<file path="src/rtl/mul_share_arbiter.sv">
// Round-robin front end that time-shares one registered W x W multiplier between
// NREQ requesters and returns each product on a single tagged response channel.
//
// state      | meaning
// rsp_valid  | product for requester rsp_id is held on mul_p, awaiting rsp_ready
// rr_ptr     | requester with highest priority for the next grant
module mul_share_arbiter #(
  parameter int W    = 10,
  parameter int NREQ = 4,
  parameter int IDW  = $clog2(NREQ)
) (
  input  logic                clk,
  input  logic                rst,
  input  logic [NREQ-1:0]     req_valid,
  input  logic [NREQ*W-1:0]   req_a,
  input  logic [NREQ*W-1:0]   req_b,
  output logic [NREQ-1:0]     req_ready,
  output logic [W-1:0]        mul_a,
  output logic [W-1:0]        mul_b,
  output logic                mul_en,
  input  logic [2*W-1:0]      mul_p,
  output logic                rsp_valid,
  input  logic                rsp_ready,
  output logic [IDW-1:0]      rsp_id,
  output logic [2*W-1:0]      rsp_p
);

  logic [IDW-1:0] rr_ptr;
  logic [IDW-1:0] gnt_id;
  logic [IDW-1:0] scan_id;
  logic           gnt_found;
  logic           can_issue;
  logic           issue;

  // Explicit wrap so a non-power-of-two NREQ never indexes past the last requester.
  function automatic logic [IDW-1:0] wrap_inc(input logic [IDW-1:0] v);
    return (v == IDW'(NREQ - 1)) ? '0 : v + 1'b1;
  endfunction

  always_comb begin
    gnt_found = 1'b0;
    gnt_id    = '0;
    scan_id   = rr_ptr;
    for (int k = 0; k < NREQ; k++) begin
      if (!gnt_found && req_valid[scan_id]) begin
        gnt_found = 1'b1;
        gnt_id    = scan_id;
      end
      scan_id = wrap_inc(scan_id);
    end
  end

  // A new issue overwrites mul_p, so it is only allowed once the held product is taken.
  assign can_issue = !rst && (!rsp_valid || rsp_ready);
  assign issue     = can_issue && gnt_found;

  always_comb begin
    req_ready = '0;
    mul_en    = 1'b0;
    mul_a     = '0;
    mul_b     = '0;
    if (issue) begin
      req_ready = NREQ'(1) << gnt_id;
      mul_en    = 1'b1;
      mul_a     = req_a[int'(gnt_id)*W +: W];
      mul_b     = req_b[int'(gnt_id)*W +: W];
    end
  end

  always_ff @(posedge clk) begin
    if (rst) begin
      rsp_valid <= 1'b0;
      rsp_id    <= '0;
      rr_ptr    <= '0;
    end else if (issue) begin
      rsp_valid <= 1'b1;
      rsp_id    <= gnt_id;
      rr_ptr    <= wrap_inc(gnt_id);
    end else if (rsp_valid && rsp_ready) begin
      rsp_valid <= 1'b0;
    end
  end

  assign rsp_p = mul_p;

endmodule

</file>
<file path="config.mk">
export PLATFORM = sky130hd
export DESIGN_NAME = mul_share_arbiter
export DESIGN_NICKNAME = d
export VERILOG_FILES = /design/src/rtl/mul_share_arbiter.sv
export SDC_FILE = /design/constraint.sdc
export NUM_CORES = 1
export LEC_CHECK = 0
export BUFFER_PORTS_ARGS = -buffer_cell sky130_fd_sc_hd__buf_4
export CAP_MARGIN = 30
export CORE_UTILIZATION = 38
export DETAILED_ROUTE_END_ITERATION = 8
export PLACE_DENSITY_LB_ADDON = 0.12
export SLEW_MARGIN = 15
export SYNTH_ARGS = -nofsm -noshare
export SYNTH_HDL_FRONTEND = slang
export SYNTH_SLANG_ARGS = --single-unit
export TNS_END_PERCENT = 20
</file>
<file path="constraint.sdc">
create_clock -name clk -period 2.58 [get_ports clk]
set_input_delay 0 -clock clk [delete_from_list [all_inputs] [get_ports clk]]
set_output_delay 0 -clock clk [all_outputs]
set_load 0.05 [all_outputs]
</file>
## After elaboration in Yosys (flattened, before gate mapping)

Cells that the tools add are included.

| operators by class | value |
|---|---|
| add/sub/neg operators | 4 |
| $mul | 1 |
| magnitude comparators | 4 |
| equal/unequal tests | 4 |
| shift-type cells | 3 |
| mux-type cells | 26 |
| reduce and logical (&&, ||, !) cells | 13 |

Operators with widths:

| kind | number |
|---|---|
| indexed part select 40 x 32 -> 10 bit | 1 |
| indexed part select 40 x 7 -> 10 bit | 1 |
| 2-to-1 mux 10 bit | 2 |
| 2-to-1 mux 2 bit | 8 |
| < comparator 2 x 3 -> 1 bit, second input constant | 4 |
| 2-to-1 mux 1 bit | 11 |
| adder 2 x 1 -> 2 bit, second input constant | 4 |
| binary-select mux 1 bit (select 2 bit) | 4 |
| == test 2 bit, second input constant | 4 |
| logical AND 1 bit | 6 |
| zero test 1 bit | 5 |
| multiplier 2 x 3 -> 5 bit, second input constant | 1 |
| 2-to-1 mux 4 bit | 1 |
| << shifter 1 x 2 -> 4 bit, first input constant | 1 |
| nonzero test 2 bit | 1 |
| logical OR 1 bit | 1 |

| word-level totals | value |
|---|---|
| register bits after elaboration | 5 |
| bits of input ports | 107 |
| output and inout bits | 48 |
| logic and storage cells | 58 |

## Longest topological paths before layout

| depth | value |
|---|---|
| depth in word-level cells | 15 |
| depth in mapped cells | 14 |
| mapped depth without buffers | 11 |

## Worst setup path before layout

No wires, ideal clock.

| path | value |
|---|---|
| path type | register -> register |
| start point | reg rr_ptr[1] |
| end point | reg rr_ptr[0] |
| library setup time | 70 ps |
| arrival | 2591 ps |
| required time | 2510 ps |
| setup slack | -81 ps |
| cell stages (with the launch flop) | 15 |
| buffers on the path | 3 |
| period minus slack after synthesis | 2661 ps |
| cells stage by stage | dfxtp_1 ha_1 or2_1 clkbuf_1 a31oi_1 a2bb2oi_1 o211a_1 buf_6 buf_2 nand2b_1 inv_2 ha_1 nor3_1 o21ai_1 a21oi_1 |

| between the ends | value |
|---|---|
| cells in the longest elaborated chain, start to end | 14 |
| elaborated cells between the ends (all ways) | 35 |
| those cells by class | add/sub: 4; eq/ne: 4; mux: 20; reduce/logical: 7 |

Ends and longest elaborated chain:

| what | line | RTL |
|---|---|---|
| start: declaration | 28 | `logic [IDW-1:0] rr_ptr;` |
| start signal: assignment | 78 | `rr_ptr <= wrap_inc(gnt_id);` |
| parallel branches: the longest is 11 deep, another holds adder 2 x 1 -> 2 bit | - |  |
| 2-to-1 mux 2 bit * | 45 | `if (!gnt_found && req_valid[scan_id]) begin` |
| named net gnt_id[0] | 29 | `logic [IDW-1:0] gnt_id;` |
| adder 2 x 1 -> 2 bit / == test 2 bit (equally long branches) | 37 | `return (v == IDW'(NREQ - 1)) ? '0 : v + 1'b1;` |
| 2-to-1 mux 2 bit * | 37 |  |

Mark *: on every way through the listed nets, which the timed path passes. The select of a mux whose other input is x is not followed.
A chain may end at the register's enable or synchronous reset.

## Final worst setup path

| path | value |
|---|---|
| start point | reg rr_ptr[1] |
| end point | out mul_a[5] |

| between the ends | value |
|---|---|
| cells in the longest elaborated chain, start to end | 15 |
| elaborated cells between the ends (all ways) | 35 |
| those cells by class | add/sub: 3; mul: 1; eq/ne: 3; shift: 1; mux: 20; reduce/logical: 7 |

Ends and longest elaborated chain:

| what | line | RTL |
|---|---|---|
| parallel branches: the longest is 14 deep, another holds multiplier 2 x 3 -> 5 bit | - |  |
| 2-to-1 mux 10 bit * | 62 | `if (issue) begin` |
| end: declaration | 18 | `output logic [W-1:0] mul_a,` |

Every way passes the cells marked *. The select of a mux whose other input is x is not followed.

==> metrics.yaml <==
synth_seq_cells: 5
outcome: "complete, but fails checks"
io_pins: 155
syn-num-nets: 440
ir_drop_mv: 0.789
die_w_um: 77.8
cp.required_ns: 2.58
synth_area_leaders: "o2111ai_1, nand2_1, o211ai_1"
multiInputGateArea_mm2: 0.00184
drtIter0Drc: 196
dpl_worst_slack_ns: -0.0189
synth_top_area_share_pct: 16.4
cp-end-kind: "primary output"
critical-path-max-stage-delay_ns: 0.33
slew_violations: 0
arrival_ns: 2.64
violations: "setup timing"
synthFlopType: "dfxtp_1"
area_growth_pct: 54.9
top_layer: "met4"
grt_usage_pct: 24.7
swShare_pct: 56.7
tightest_slew_ns: 0.620
wl_met3_um: 689
clockPowerShare_pct: 3.9
wl_per_cell_um: 17.3
diodes: 0
layout.nets: 535
fillers: 541
htreeDepth: 1
numPortBuffers: 114
crit_family: "compound AO/OA/AOI/OAI gates"
cts_sinks: 5
coreArea_mm2: 0.00554
synth_warnings: 0
cp_max_fo: 7
synthDistinctLibCells: 44
synth_edf_count: 0
power.total_mw: 3.87
path_cells: "ha_4, mux2i_2, nand2_1, a32oi_2, o22ai_2, buf_4, a21oi_4, clkbuf_16, a22o_1, buf_4"
cts_buffer_depth: 2
power_frac_comb_pct: 93.0
final_hold_viol_count: 0
rsz0062_at_grt: "yes"
drv_cap: 0
cpMostUsedCell: "buf_4"
cts-root-buf: "clkbuf_8"
drc_errors: 0
skew_ns: 0.00259
startpoint_type: "flip-flop"
worst-setup-path-type: "flip-flop to primary output"
die_area_mm2: 0.00606
grt_overflow_total: 0
gp_congestion: 0.880
wl_met1_mm: 3.72
max_freq_mhz: 379
fin_hold_ws_ns: 0.0000183
synth_area_mm2: 0.00218
cts_buffers: 3
slew_headroom_pct: 58.6
leakage_nw: 1.49
p_int_mw: 1.68
yosysTopAreaCell: "o2111ai_1"
cts_tree: "built"
grt_pass1_wl_mm: 12.3
ant_nets: 0
setup_ws_ns: -0.0597
route.met2.wl_mm: 4.08
path_buf_inv: 3
row_count: 27
antenna_found_initial: 0
vias: 2984
finalCriticalPeriod_ns: 2.64
async_flop_share_pct: 0
register_area_um2: 101
p_per_area_mw_per_mm2: 1140
setup_viol: 22
pwr-share-seq_pct: 3.1
syn_inst: 328
start_util_pct: 39.4
first_global_vias: 2542
final_cell_mix: "buf_4, nand2_1, o211ai_1, o2111ai_1, a22o_1"
clock_latency_ns: 0.23
ys_seq_area_share_pct: 4.58
grt_max_degree: 41
drive_above_1_share_pct: 43.4
die_height_um: 77.8
final_common_cell: "buf_4"
clkSlewWorstSetupHoldPaths_ns: 0.03
avgSynthCellArea_um2: 6.66
via_per_inst: 6.04
worst_path_max_delay_cell: "dfxtp_1"
hp-class: "primary input to primary output"
drtPass1Iterations: 4
place_hpwl_mm: 5.64
wl_mm: 8.56
min_period_over_period_pct: 102
p_sw_mw: 2.19
## layer usage
metal | up-vias | global-route usage, %
li1 | 1429 | -
met1 | 1383 | 31.9
met2 | 157 | 42.7
met3 | 15 | 4.94
met4 | 0 | 3.96
met5 | - | 0
## power by group through the flow
stage | Clock [mW] | Sequential, mW | Combinational (mW)
6_report | 0.149 | 0.120 | 3.60
5_1_grt | 0.156 | 0.123 | 3.82
4_1_cts | 0.151 | 0.120 | 3.39
3_5_place_dp | 0 | 0.114 | 3.24
3_3_place_gp | 0 | 0.114 | 3.24
2_1_floorplan | 0 | 0.164 | 2.32
## worst register-to-register path, delay by kind of cell (launching register included)
| family | cells | cell delay [ns] |
|---|---|---|
| buffers and inverters | 2 | 0.24 |
| AND/OR/NAND/NOR | 3 | 0.57 |
| adder cells (fa/ha/maj) | 2 | 0.41 |
| AO/OA/AOI/OAI | 4 | 0.79 |
| flip-flops | 1 | 0.33 |
## kinds of logic after synthesis
logic type,share of synthesized area (%)
adder cells (fa/ha/maj),2.86
buffers and inverters,17.7
AND/OR/NAND/NOR,23.1
AO/OA/AOI/OAI,47.8
multiplexers,3.89
flip-flops,4.58
## layout make-up
class / instances / area share, %
flip-flops and latches: 5 / 2.99
multi-input cells: 254 / 54.2
clock buffers: 4 / 1.33
repair buffers: 152 / 38.0
inverters: 7 / 0.776
well taps: 72 / 2.66
## cell usage after synthesis (2+ instances only)
cell type and count:
inv_2 3, a22o_1 20, buf_4 24, inv_1 4, nand2b_1 2, nor4b_1 3, clkbuf_1 23, o21ai_0 2
mux2i_1 4, o2111ai_1 41, a31oi_1 2, nand2_1 87, or2_1 2, o21ai_1 2, nor2_1 6, a21oi_1 4
dfxtp_1 5, and3_1 6, buf_6 3, buf_2 11, nor2b_1 5, mux2_2 2, o211ai_1 41, ha_1 5
o211a_1 2
## worst paths after layout
kind,from,to,slack (ns),cells after the start
setup reg to reg,rr_ptr[1],rr_ptr[0],0.17,11
hold / removal,mul_p[17],rsp_p[17],0.00002,0
setup / recovery,rr_ptr[1],mul_a[5],-0.06,10
hold reg to reg,rsp_id[0],rsp_id[0],0.47,2
## sequential cells by signal (all words and copies together), names as in the netlist
register and count:
rr_ptr 2, rsp_id 2, rsp_valid 1
## repair_timing
action	in CTS	in global routing
resized for setup	17	16
endpoints found under the setup margin	27	24
hold buffers	1	0
cloned	0	2
endpoints found under the hold margin	4	0
pin swaps	3	7
setup buffers	4	3
## stage by stage
stage	util [%]	cells	instance area [um2]	setup TNS, ns
final	61.1	494	3380	-0.777
after global routing	61.1	494	3380	-2.91
after CTS	58.5	489	3240	-0.00304
after detailed placement	55.4	480	3070	-0.0467
after global placement	55.4	480	3070	0
after floorplan	-	328	2190	-1.37
No activity file was read; power rests on OpenSTA's default activity.
